[src/rtl/fp_dispatch.sv]
// Host-side dispatcher for the FP adder: accepts operand pairs, issues one request at a time,
// and queues each result (or timeout error) into a small FIFO for the host to drain.
module fp_dispatch #(
    parameter int unsigned DEPTH   = 4,
    parameter int unsigned TIMEOUT = 64
) (
    input  logic                       clk,
    input  logic                       n_rst,
    input  logic                       cmd_valid,
    output logic                       cmd_ready,
    input  logic [31:0]                cmd_op1,
    input  logic [31:0]                cmd_op2,
    input  logic                       cmd_sub,
    output logic                       add_serv,
    output logic [31:0]                op1,
    output logic [31:0]                op2,
    input  logic [31:0]                add_result,
    input  logic                       add_done,
    input  logic                       add_overflow,
    input  logic                       add_busy,
    output logic                       res_valid,
    output logic [31:0]                res_data,
    output logic                       res_ovf,
    output logic                       res_err,
    input  logic                       res_pop,
    output logic [$clog2(DEPTH):0]     res_count
);

    localparam int unsigned PtrW = $clog2(DEPTH);
    localparam int unsigned CntW = $clog2(DEPTH) + 1;
    localparam int unsigned TmoW = $clog2(TIMEOUT) + 1;

    typedef enum logic [0:0] {StIdle, StReq} state_e;

    state_e            state_q, state_d;
    logic              serv_q, serv_d;
    logic [31:0]       op1_q, op1_d;
    logic [31:0]       op2_q, op2_d;
    logic [TmoW-1:0]   tmo_q, tmo_d;

    logic              push;
    logic [31:0]       push_data;
    logic              push_ovf;
    logic              push_err;
    logic              pop;

    logic [PtrW-1:0]   wptr_q, rptr_q;
    logic [CntW-1:0]   count_q;
    logic [31:0]       data_mem [DEPTH];
    logic              ovf_mem  [DEPTH];
    logic              err_mem  [DEPTH];

    assign cmd_ready = (state_q == StIdle) && (count_q < CntW'(DEPTH)) && !add_busy;

    always_comb begin
        state_d   = state_q;
        serv_d    = serv_q;
        op1_d     = op1_q;
        op2_d     = op2_q;
        tmo_d     = tmo_q;
        push      = 1'b0;
        push_data = 32'h0;
        push_ovf  = 1'b0;
        push_err  = 1'b0;
        unique case (state_q)
            StIdle: begin
                if (cmd_valid && cmd_ready) begin
                    op1_d   = cmd_op1;
                    // Subtraction is issued as an add with B's sign flipped.
                    op2_d   = {cmd_op2[31] ^ cmd_sub, cmd_op2[30:0]};
                    serv_d  = 1'b1;
                    tmo_d   = '0;
                    state_d = StReq;
                end
            end
            StReq: begin
                if (add_done) begin
                    push      = 1'b1;
                    push_data = add_result;
                    push_ovf  = add_overflow;
                    serv_d    = 1'b0;
                    state_d   = StIdle;
                end else if (tmo_q == TmoW'(TIMEOUT - 2)) begin
                    // Counter would reach TIMEOUT-1 on this edge: give up.
                    push      = 1'b1;
                    push_err  = 1'b1;
                    serv_d    = 1'b0;
                    state_d   = StIdle;
                end else begin
                    tmo_d = tmo_q + TmoW'(1);
                end
            end
            default: begin
                state_d = StIdle;
                serv_d  = 1'b0;
            end
        endcase
    end

    always_ff @(posedge clk or negedge n_rst) begin
        if (!n_rst) begin
            state_q <= StIdle;
            serv_q  <= 1'b0;
            op1_q   <= 32'h0;
            op2_q   <= 32'h0;
            tmo_q   <= '0;
        end else begin
            state_q <= state_d;
            serv_q  <= serv_d;
            op1_q   <= op1_d;
            op2_q   <= op2_d;
            tmo_q   <= tmo_d;
        end
    end

    assign add_serv = serv_q;
    assign op1      = op1_q;
    assign op2      = op2_q;

    assign pop = res_pop && (count_q != '0);

    always_ff @(posedge clk) begin
        if (push) begin
            data_mem[wptr_q] <= push_data;
            ovf_mem[wptr_q]  <= push_ovf;
            err_mem[wptr_q]  <= push_err;
        end
    end

    always_ff @(posedge clk or negedge n_rst) begin
        if (!n_rst) begin
            wptr_q  <= '0;
            rptr_q  <= '0;
            count_q <= '0;
        end else begin
            if (push) wptr_q <= wptr_q + PtrW'(1);
            if (pop)  rptr_q <= rptr_q + PtrW'(1);
            if (push && !pop)      count_q <= count_q + CntW'(1);
            else if (pop && !push) count_q <= count_q - CntW'(1);
        end
    end

    assign res_valid = (count_q != '0);
    assign res_count = count_q;
    assign res_data  = res_valid ? data_mem[rptr_q] : 32'h0;
    assign res_ovf   = res_valid ? ovf_mem[rptr_q]  : 1'b0;
    assign res_err   = res_valid ? err_mem[rptr_q]  : 1'b0;

endmodule
[config.mk]
export PLATFORM = sky130hd
export DESIGN_NAME = fp_dispatch
export DESIGN_NICKNAME = d
export VERILOG_FILES = /design/src/rtl/fp_dispatch.sv
export SDC_FILE = /design/constraint.sdc
export NUM_CORES = 1
export LEC_CHECK = 0
export ABC_AREA = 0
export CAP_MARGIN = 20
export CORE_UTILIZATION = 44
export DETAILED_ROUTE_END_ITERATION = 8
export GPL_TIMING_DRIVEN = 0
export PLACE_DENSITY = 0.72
export SLEW_MARGIN = 20
export SYNTH_ARGS = -nofsm -noshare
export SYNTH_HDL_FRONTEND = slang
export SYNTH_SLANG_ARGS = --single-unit
[constraint.sdc]
create_clock -name clk -period 2.9 [get_ports clk]
set_input_delay 0.29 -clock clk [delete_from_list [all_inputs] [get_ports clk]]
set_output_delay 0.29 -clock clk [all_outputs]
set_load 0.05 [all_outputs]
After elaboration in Yosys (flattened, before gate mapping). Memories as Yosys holds them, arrays and structs flattened. Cells that the tools add are included. W data, S select, Z words.

Memories kept: 3. Word-level logic and storage cells: 66. Output and inout port bits: 104. RAM bits: 136. Bits in registers: 80.

Memories: data_mem (words 4, width 32, rd ports 1, clocked after Yosys merged registers in 0, wr ports 1, RTL line 49) `logic [31:0] data_mem [DEPTH];`; err_mem (words 4, width 1, rd ports 1, clocked after Yosys merged registers in 0, wr ports 1, RTL line 51) `logic err_mem [DEPTH];`; ovf_mem (words 4, width 1, rd ports 1, clocked after Yosys merged registers in 0, wr ports 1, RTL line 50) `logic ovf_mem [DEPTH];`.

Bitwise gates (word level): 2. Multiplexer cells: 28. Reductions and logical operators: 14. $lt $le $gt $ge: 1. Add/subtract/negate cells: 5. Eq/ne operators: 5.

Operators with widths (number): $mux W32 (3); $mux W7 (3); $mux W1 (17); $pmux W7 S2 (1); $add A7 B1 Y7 const B (1); $eq A7 B6 Y1 const B (1); $logic_and A1 B1 Y1 (6); $mux W3 (2); $add A2 B1 Y2 const B (2); $ne A2 B2 Y1 const B (2); $pmux W1 S2 (2); $reduce_and A2 Y1 (2); $add A3 B1 Y3 const B (1); $logic_not A1 Y1 (3); $lt A3 B3 Y1 const B (1); $ne A3 B2 Y1 const B (1); $reduce_and A3 Y1 (1); $reduce_bool A3 Y1 (1); $sub A3 B1 Y3 const B (1); $ne A2 B1 Y1 const B (1); $reduce_bool A2 Y1 (1); $not A1 Y1 (1); $xor A1 B1 Y1 (1).

Longest topological paths before layout. Gate-level depths: netlist of run 1.

Depth after elaboration: 8. Gate-level depth with buffers: 12. Mapped depth without buffers: 11.

Least setup slack after synthesis of run 1. No wires, ideal clock.

Kind: reg-to-output. From: reg count_q[2] (netlist: res_count[2]). To: out res_data[22]. Required time: 2610 ps. Cell stages (with the launch flop): 5. Arrival time: 2115 ps. Path slack: 495 ps. Path through: dfrtp_1 or3_1 buf_2 clkbuf_1 and2_1.

Cells in the longest elaborated chain, start to end: 2.

RTL lines: start: declaration (RTL line 48) `logic [CntW-1:0] count_q;`; start signal: assignment (RTL line 138) `if (push && !pop) count_q <= count_q + CntW'(1);`; start signal: assignment (RTL line 139) `else if (pop && !push) count_q <= count_q - CntW'(1);`; $reduce_bool A3 Y1 (RTL line 143) `assign res_valid = (count_q != '0);`; named net res_valid (RTL line 21) `output logic res_valid,`; $mux W32 (RTL line 145) `assign res_data = res_valid ? data_mem[rptr_q] : 32'h0;`; end: declaration (RTL line 22) `output logic [31:0] res_data,`.

The timed path passes the listed nets, and every way through them passes these cells.

Final worst setup path of run 1.
From: reg rptr_q[0]. To: out res_ovf.

Cells in the longest elaborated chain, start to end: 2.

RTL lines: start: declaration (RTL line 47) `logic [PtrW-1:0] wptr_q, rptr_q;`; start signal: assignment (RTL line 137) `if (pop) rptr_q <= rptr_q + PtrW'(1);`; $mem_v2 Z4 W1; $mux W1 (RTL line 146) `assign res_ovf = res_valid ? ovf_mem[rptr_q] : 1'b0;`; end: declaration (RTL line 23) `output logic res_ovf,`.

No other way between the ends.

==> results of run 1 <==
[sequential cells by signal (all words and copies together) (netlist names)]
signal     cells
wptr_q         2
op2           32
ovf_mem        4
data_mem     128
op1           32
add_serv       1
rptr_q         2
state_q        1
err_mem        4
tmo_q          7
res_count      3
[report_power, final]
| part | leakage (nW) | switching, mW | internal [mW] |
|---|---|---|---|
| clock network | 0.388 | 1.14 | 1.87 |
| registers | 2.25 | 0.325 | 3.93 |
| logic | 2.30 | 4.30 | 2.28 |
| total | 4.94 | 5.76 | 8.08 |
[final timing paths]
| kind | startpoint | endpoint | slack [ns] | depth (start not counted) |
|---|---|---|---|---|
| worst max-delay path | rptr_q[0] | res_ovf | 0.12 | 4 |
| worst min-delay path | n_rst | op2[18] | 0.25 | 2 |
| worst max register to register | tmo_q[0] | res_count[2] | 0.57 | 12 |
| worst min register to register | op1[20] | op1[20] | 0.47 | 2 |
| max in group asynchronous | n_rst | res_count[0] | 2.06 | 3 |
| min in group clk | cmd_op2[15] | op2[15] | 0.31 | 3 |
[per-stage QoR]
stage	instances	util, %
CTS	1127	61.8
global route	1127	61.8
detailed placement	1085	57.9
floorplan	608	-
global placement	1080	57.3
finish	1127	61.8
[synth_stat cells, types with 2 or more instances]
master / number / area, um2
nor3_1: 2 / 10.0
a31oi_1: 2 / 12.5
buf_2: 7 / 35.0
clkbuf_1: 13 / 48.8
nor2_1: 6 / 22.5
xor2_1: 2 / 17.5
buf_12: 3 / 60.1
buf_4: 2 / 15.0
and2_1: 39 / 244
mux2i_1: 4 / 40.0
o21a_1: 2 / 15.0
ha_1: 7 / 87.6
dfrtp_1: 80 / 2000
nand2_1: 196 / 736
edfxtp_1: 136 / 4080
nand2b_1: 3 / 18.8
nand4_1: 4 / 25.0
nand3_1: 2 / 10.0
mux4_2: 28 / 631
buf_6: 9 / 101
and3_1: 34 / 213
inv_1: 5 / 18.8
mux4_1: 6 / 158
o21ai_0: 3 / 15.0
xnor2_1: 5 / 43.8
[per-layer routing]
layer  track usage (%)  share of wire (%)
met2              32.7                 48
met3              6.81                 10
met1              25.1                 41
met5                 0                  0
met4              3.96                1.3
[final cells by class]
type,instances,area [um2]
Tap cell,265,332
Multi-Input combinational cell,353,2390
Clock buffer,27,621
Timing Repair Buffer,213,2150
Fill cell,1476,7440
Clock inverter,14,166
Buffer,34,262
Sequential cell,216,6090
Inverter,5,18.8
[placed cells by master, fill, tap and decap left out, drive strengths merged, types with 4 or more instances in the layout]
master / synthesis / final
and2: 39 / 39
and3: 34 / 34
buf: 21 / 27
bufinv: 0 / 4
clkbuf: 13 / 40
clkdlybuf4s50: 0 / 176
clkinv: 0 / 9
dfrtp: 80 / 80
dlygate4sd2: 0 / 30
edfxtp: 136 / 136
ha: 7 / 7
inv: 5 / 6
mux2i: 4 / 4
mux4: 34 / 34
nand2: 196 / 196
nand4: 4 / 4
nor2: 6 / 6
o21ai: 4 / 4
xnor2: 5 / 5
[logic make-up after synthesis]
| logic type | share of synthesized area [%] |
|---|---|
| compound gates | 0.601 |
| xor+xnor | 0.701 |
| fa+ha+maj | 1.23 |
| buf+inv | 3.19 |
| flops | 69.6 |
| mux | 9.73 |
| simple gates | 15.0 |
[worst max-delay path: cells and delay by family, from the launching register on]
family,cells,cell delay [ns]
buffers and inverters,2,0.89
DFF,1,0.35
muxes,1,0.56
and+or+nand+nor,1,0.19
[repair_timing]
action                     in CTS  in global routing
setup endpoints to repair      30                  0
hold endpoints to repair       25                  0
gates resized for setup        31                  0
hold buffers                    1                  0
==> flow_summary.toml, run 1 <==
[worst_setup_path]
critical_path_class = "reg -> out"
critical-path-slowest-cell = "clkdlybuf4s50_1"
crit_required_ns = 2.61
crit_path_max_incr_delay_ns = 0.70
worstSetupStartpointType = "register"
path_cells = "buf_6 -> mux4_1 -> and2_1 -> clkdlybuf4s50_1"
cp-end-kind = "output port"
crit_arrival_ns = 2.49
crit_fanout = 9

[die]
die_w_um = 143
io_pins = 208
fp.coreArea_um2 = 19500
rows = 51
start_util_pct = 44.9
die_h_um = 143
die_area_um2 = 20400

[placed_design]
placed_area_um2 = 11300
gp_congestion = 0.766
dp_hpwl_um = 13000
port_buffers = 207
pre_cts_ws_ns = 0.340

[synthesis]
synth_edf_count = 136
synth_seq_area_share_pct = 69.6
syn_nets = 720
synthFlopType = "edfxtp_1"
synth_seq_cells = 216
ys_types = 33
synthCells = 608
syn_area_per_cell_um2 = 14.4
yosys_warnings = 0
synth_area_um2 = 8750
ys_async_sr_fraction_pct = 37.0

[sta]
tightest_slew_ns = 0.563
rsz0062_at_grt = "false"
fmax_mhz = 359
min_period_over_period_pct = 95.9
worst_slack_ns = 0.118
period_needed_ns = 2.78
setup_tns_ns = 0
finalSetupViolations = 0
hold_viol_final = 0
finalClockSkew_ns = 0.0136
fin_hold_ws_ns = 0.246
max-slew-margin-rel_pct = 62.3
slew_viol_final = 0

[detailed_routing]
drt_iter0_markers = 221
wl_per_cell_um = 17.0
vias = 5513
vias_per_cell = 4.89
firstDrtPassIters = 6
routed_wl_um = 19100
drc = 0
ant_nets = 0

[cells_and_area]
diodes = 0
drive_gt1_share_pct = 11.1
syn_to_final_growth_pct = 37.4
final_nets = 958
design_area_um2 = 12000

[clock_network]
cts.clk_slew.worst_paths_ns = 0.06
cts_tree = "yes"
post-cts-setup-buffer-count = 0
clock_sinks = 216
htreeDepth = 1
clk_path_buf_depth = 3
worstSkewPairLatency_ns = 0.50
numCtsBuffers = 23
root_buffer = "clkbuf_16"

[power_and_ir_drop]
leakage_nw = 4.94
ir_drop_mv = 0.791
power_mw = 13.8
power.density_nw_per_um2 = 1150

[global_route]
overflow = 0
grt_first_pass_wirelength_um = 30700
grt_pass1_vias = 5748
antenna_found_initial = 0
grt_use_total_pct = 19.7
grt_max_degree = 56

[job]
drv_cap = 0

[min_path]
hold_path.class = "in -> async"

[status]
status = "completed"
Note: power is estimated with default switching activity, not from simulation.
==> run 2, diff against run 1 <==
--- a/config.mk
+++ b/config.mk
@@ -16,2 +16,3 @@
 export SYNTH_HDL_FRONTEND = slang
 export SYNTH_SLANG_ARGS = --single-unit
+export TNS_END_PERCENT = 50
==> constraint.sdc (replaced) <==
create_clock -name clk -period 2.9 [get_ports clk]
set_input_delay 0.58 -clock clk [delete_from_list [all_inputs] [get_ports clk]]
set_output_delay 0.58 -clock clk [all_outputs]
set_load 0.05 [all_outputs]
==> run 2 against run 1 <==
Total power barely moved. Final cell count did not move. Cell area fell by 0.17%. Highest routed layer unchanged.
==> flow_summary.toml, run 2 (synthesis gave the netlist of run 1 again) <==
[detailed_routing]
vias = 5499
routed_wl_um = 19200
wl_per_cell_um = 17.0
firstDrtPassIters = 6
drt_iter0_markers = 255
drc = 0
ant_nets = 0
vias_per_cell = 4.88

[sta]
rsz0062_at_grt = "true"
fmax_mhz = 354
hold_viol_final = 0
setup_tns_ns = 0
max-slew-margin-rel_pct = 62.3
min_period_over_period_pct = 97.3
period_needed_ns = 2.82
finalClockSkew_ns = 0.0141
worst_slack_ns = 0.0784
slew_viol_final = 0
tightest_slew_ns = 0.563
finalSetupViolations = 0
fin_hold_ws_ns = 0.470

[power_and_ir_drop]
power.density_nw_per_um2 = 1150
leakage_nw = 4.92
ir_drop_mv = 0.791

[global_route]
grt_use_total_pct = 19.7
grt_pass1_vias = 5736
grt_max_degree = 56
antenna_found_initial = 0
grt_first_pass_wirelength_um = 30700
overflow = 0

[cells_and_area]
nFillCells = 1478
diodes = 0
final_cell_mix = "nand2_1 (196), clkdlybuf4s50_1 (171), edfxtp_1 (136)"
regArea_um2 = 6090
multi_input_area_um2 = 2390
final_nets = 958
drive_gt1_share_pct = 14.6
layout_commonest_cell = "nand2_1"
fin_util_pct = 61.7
syn_to_final_growth_pct = 37.2
stdcell_count = 1127
largest_register_ffs = 128
largest-register = "data_mem"

[worst_setup_path]
critical-path-slowest-cell = "mux4_2"
cp-end-kind = "output port"
crit_path_max_incr_delay_ns = 0.51
critPathLaunch = "rptr_q[0]"
crit_fanout = 10
path_cells = "buf_6 -> buf_12 -> mux4_2 -> and2_1 -> clkdlybuf4s15_2"
crit_required_ns = 2.32
crit_arrival_ns = 2.24
worstSetupStartpointType = "register"
critical_path_class = "reg -> out"
r2r_start = "tmo_q[0]"

[clock_network]
post-cts-setup-buffer-count = 0
htreeDepth = 1
cts_tree = "yes"
root_buffer = "clkbuf_16"
cts.clk_slew.worst_paths_ns = 0.06
numCtsBuffers = 23
worstSkewPairLatency_ns = 0.50
clock_sinks = 216
clk_path_buf_depth = 3

[placed_design]
dp_hpwl_um = 13000
gp_congestion = 0.766
dp.cells = 1085
pre_cts_ws_ns = 0.0501
port_buffers = 207

[job]
drv_cap = 0

[die]
start_util_pct = 44.9
die_h_um = 143
rows = 51
io_pins = 208
die_w_um = 143
fp.coreArea_um2 = 19500
die_area_um2 = 20400

[min_path]
hold_path.class = "reg -> reg"
min_from = "op1[20]"

[status]
status = "completed"
run 2: where the power goes:
group          internal, mW  switching, mW  total (mW)
logic                  2.27           4.31        6.58
clock network          1.87           1.14        3.01
registers              3.93          0.325        4.25
total                  8.07           5.78        13.8
run 2: final cells by class:
type	instances	share of cell area, %
flip-flops and latches	216	50.7
multi-input cells	353	19.9
repair buffers	213	17.7
clock buffers	27	5.17
well taps	265	2.76
plain buffers	34	2.19
clock inverters	14	1.39
inverters	5	0.156
run 2: final timing paths:
kind                                      to  slack [ns]  depth (start not counted)
worst max-delay path            res_data[21]        0.08                          5
worst min-delay path                 op1[20]        0.47                          2
worst max register to register  res_count[2]        0.57                         12
worst min register to register       op1[20]        0.47                          2
max in group asynchronous       res_count[0]        1.77                          3
min in group asynchronous            op2[18]        0.54                          2
run 2: metal layers:
| metal | global-route usage [%] | wire length, um |
|---|---|---|
| met2 | 32.7 | 9150 |
| met4 | 3.96 | 244 |
| met1 | 25.1 | 7760 |
| met5 | 0 | 0 |
| met3 | 6.81 | 2000 |
run 2: repair_timing:
action | CTS | global route
hold buffers | 1 | 0
gates resized for setup | 69 | 29
endpoints found under the setup margin | 35 | 29
endpoints found under the hold margin | 21 | 0
run 2: per-stage QoR:
| stage | cell area [um2] | power [mW] |
|---|---|---|
| after floorplan | 8750 | 8.86 |
| after global placement | 11100 | 11.1 |
| after detailed placement | 11300 | 11.1 |
| after CTS | 12100 | 14.0 |
| after global routing | 12000 | 14.5 |
| final | 12000 | 13.8 |
run 2: worst max-delay path, delay by kind of cell (launching register included):
kind / cells / cell delay, ns
multiplexers: 1 / 0.51
AND/OR/NAND/NOR: 1 / 0.18
buffers and inverters: 3 / 0.69
flip-flops: 1 / 0.35
==> run 3, diff against run 2 <==
Settings changed: PLACE_DENSITY 0.72 to 0.75.
Clock period 2.9 ns to 2.3 ns, I/O delays scaled along.
==> run 3 against run 2 <==
The run now ends with negative setup slack left. Global-route usage about the same. Routed wire length up 1.3%. Flip-flop and latch count unchanged. Register-to-register slack worse by 0.46 ns. Die area unchanged. Utilization up 2.4 points. Sequential share of layout area down 1.9 points. Combinational power up 48%. Critical path type unchanged. Critical endpoint is now res_data[20].
==> flow_summary.toml, run 3 (synthesis gave the netlist of run 1 again) <==
[detailed_routing]
vias = 5695
vias_per_cell = 4.97
ant_nets = 0
drt_iter0_markers = 279
drc = 0
wl_per_cell_um = 16.9
firstDrtPassIters = 4
routed_wl_um = 19400

[sta]
min_period_over_period_pct = 109
period_needed_ns = 2.50
worst_slack_ns = -0.196
fmax_mhz = 401
fin_hold_ws_ns = 0.431
slew_viol_final = 0
finalClockSkew_ns = 0.0195
tightest_slew_ns = 0.571
max-slew-margin-rel_pct = 61.8
hold_viol_final = 0
rsz0062_at_grt = "true"
finalSetupViolations = 34

[global_route]
overflow = 0
antenna_found_initial = 1
grt_pass1_vias = 5813
grt_first_pass_wirelength_um = 30500
grt_use_total_pct = 19.7
grt_max_degree = 56

[cells_and_area]
syn_to_final_growth_pct = 42.5
drive_gt1_share_pct = 22.7
final_cell_mix = "nand2_1 (196), clkdlybuf4s50_1 (170), edfxtp_1 (136)"
stdcell_count = 1146
nFillCells = 1403
layout_commonest_cell = "nand2_1"
largest-register = "data_mem"
largest_register_ffs = 128
final_nets = 976
fin_util_pct = 64.0

[die]
start_util_pct = 44.9
die_area_um2 = 20400
rows = 51
die_w_um = 143
io_pins = 208
die_h_um = 143
fp.coreArea_um2 = 19500

[power_and_ir_drop]
power.switching_mw = 7.56
pwr-share-seq_pct = 28.2
power_mw = 18.9
switching_share_pct = 39.9
internal-power_mw = 11.4
power.density_nw_per_um2 = 1520
leakage_nw = 5.16
ir_drop_mv = 0.966
p_comb_share_pct = 51.4
pwr-share-clk_pct = 20.4

[placed_design]
dp_hpwl_um = 12800
dp.cells = 1083
pre_cts_ws_ns = -0.384
port_buffers = 207
gp_congestion = 0.779

[worst_setup_path]
critical-path-slowest-cell = "mux4_2"
crit_path_max_incr_delay_ns = 0.51
worstSetupStartpointType = "register"
cp-end-kind = "output port"
path_cells = "buf_8 -> buf_12 -> buf_12 -> mux4_2 -> and2_4 -> buf_8"
crit_arrival_ns = 2.04
crit_required_ns = 1.84
critical_path_class = "reg -> out"
crit_fanout = 7
cp_num_buf_inv = 4
critPathTopFamily = "buffers and inverters"

[status]
status = "finished with violations"
violations = "negative setup slack"

[clock_network]
clock_sinks = 216
worstSkewPairLatency_ns = 0.49
htreeDepth = 1
cts.clk_slew.worst_paths_ns = 0.06
clk_path_buf_depth = 3
numCtsBuffers = 22
root_buffer = "clkbuf_16"
cts_tree = "yes"

[min_path]
hold_path.class = "in -> async"

[job]
drv_cap = 0
-- run 3: through the flow --
step	area [um2]	TNS (ns)
final	12500	-4.31
after global routing	12500	-6.58
after CTS	12400	-5.78
after detailed placement	11200	-41.45
after global placement	11200	-280.61
after floorplan	8750	-1.19
-- run 3: path summary, 6_finish.rpt --
| kind | from | slack (ns) | to | depth (start not counted) |
|---|---|---|---|---|
| max in group asynchronous | n_rst | 1.26 | res_count[2] | 3 |
| worst max register to register | tmo_q[0] | 0.11 | res_count[2] | 12 |
| min in group clk | op1[0] | 0.47 | op1[0] | 2 |
| worst min register to register | op1[0] | 0.47 | op1[0] | 2 |
| worst max-delay path | rptr_q[0] | -0.20 | res_data[20] | 6 |
| worst min-delay path | n_rst | 0.43 | op2[21] | 2 |
-- run 3: metal layers --
layer / vias up / global-route usage, % / part of all wire, % / wire (um)
met2: 233 / 34.1 / 49 / 9570
met3: 27 / 5.90 / 9.7 / 1880
met1: 2784 / 24.0 / 39 / 7670
li1: 2651 / - / - / -
met5: - / 0 / 0 / 0
met4: 0 / 4.64 / 1.5 / 294
-- run 3: worst reg2reg max path: stages, from the launching register on --
cell      delay, ns
dfrtp_1        0.40
inv_2          0.07
ha_2           0.20
nand2b_4       0.07
nor2_2         0.13
o21a_1         0.14
buf_6          0.13
ha_4           0.14
inv_1          0.05
fa_2           0.33
xor2_1         0.17
nor2_1         0.12
xor2_1         0.16
-- run 3: timing repair --
action	in CTS	in global routing
endpoints found under the setup margin	105	59
endpoints found under the hold margin	25	0
cloned	1	0
hold buffers	1	0
setup buffers	11	10
pin swaps	14	3
gates resized for setup	314	14
-- run 3: layout make-up --
cell class | instances | area (um2) | area share [%]
Timing Repair Buffer | 232 | 2420 | 19.4
Tap cell | 265 | 332 | 2.66
Buffer | 34 | 315 | 2.53
Clock inverter | 14 | 206 | 1.66
Clock buffer | 26 | 597 | 4.79
Sequential cell | 216 | 6090 | 48.8
Multi-Input combinational cell | 353 | 2480 | 19.9
Inverter | 5 | 18.8 | 0.151
Antenna cell | 1 | 2.50 | 0.0201
-- run 3: power by group through the flow --
stage / Combinational, mW / Sequential, mW / Clock [mW]
3_3_place_gp: 8.55 / 5.41 / 0
5_1_grt: 10.3 / 5.43 / 4.09
2_1_floorplan: 3.81 / 7.37 / 0
3_5_place_dp: 8.63 / 5.43 / 0
6_report: 9.74 / 5.34 / 3.86
4_1_cts: 9.73 / 5.35 / 3.92
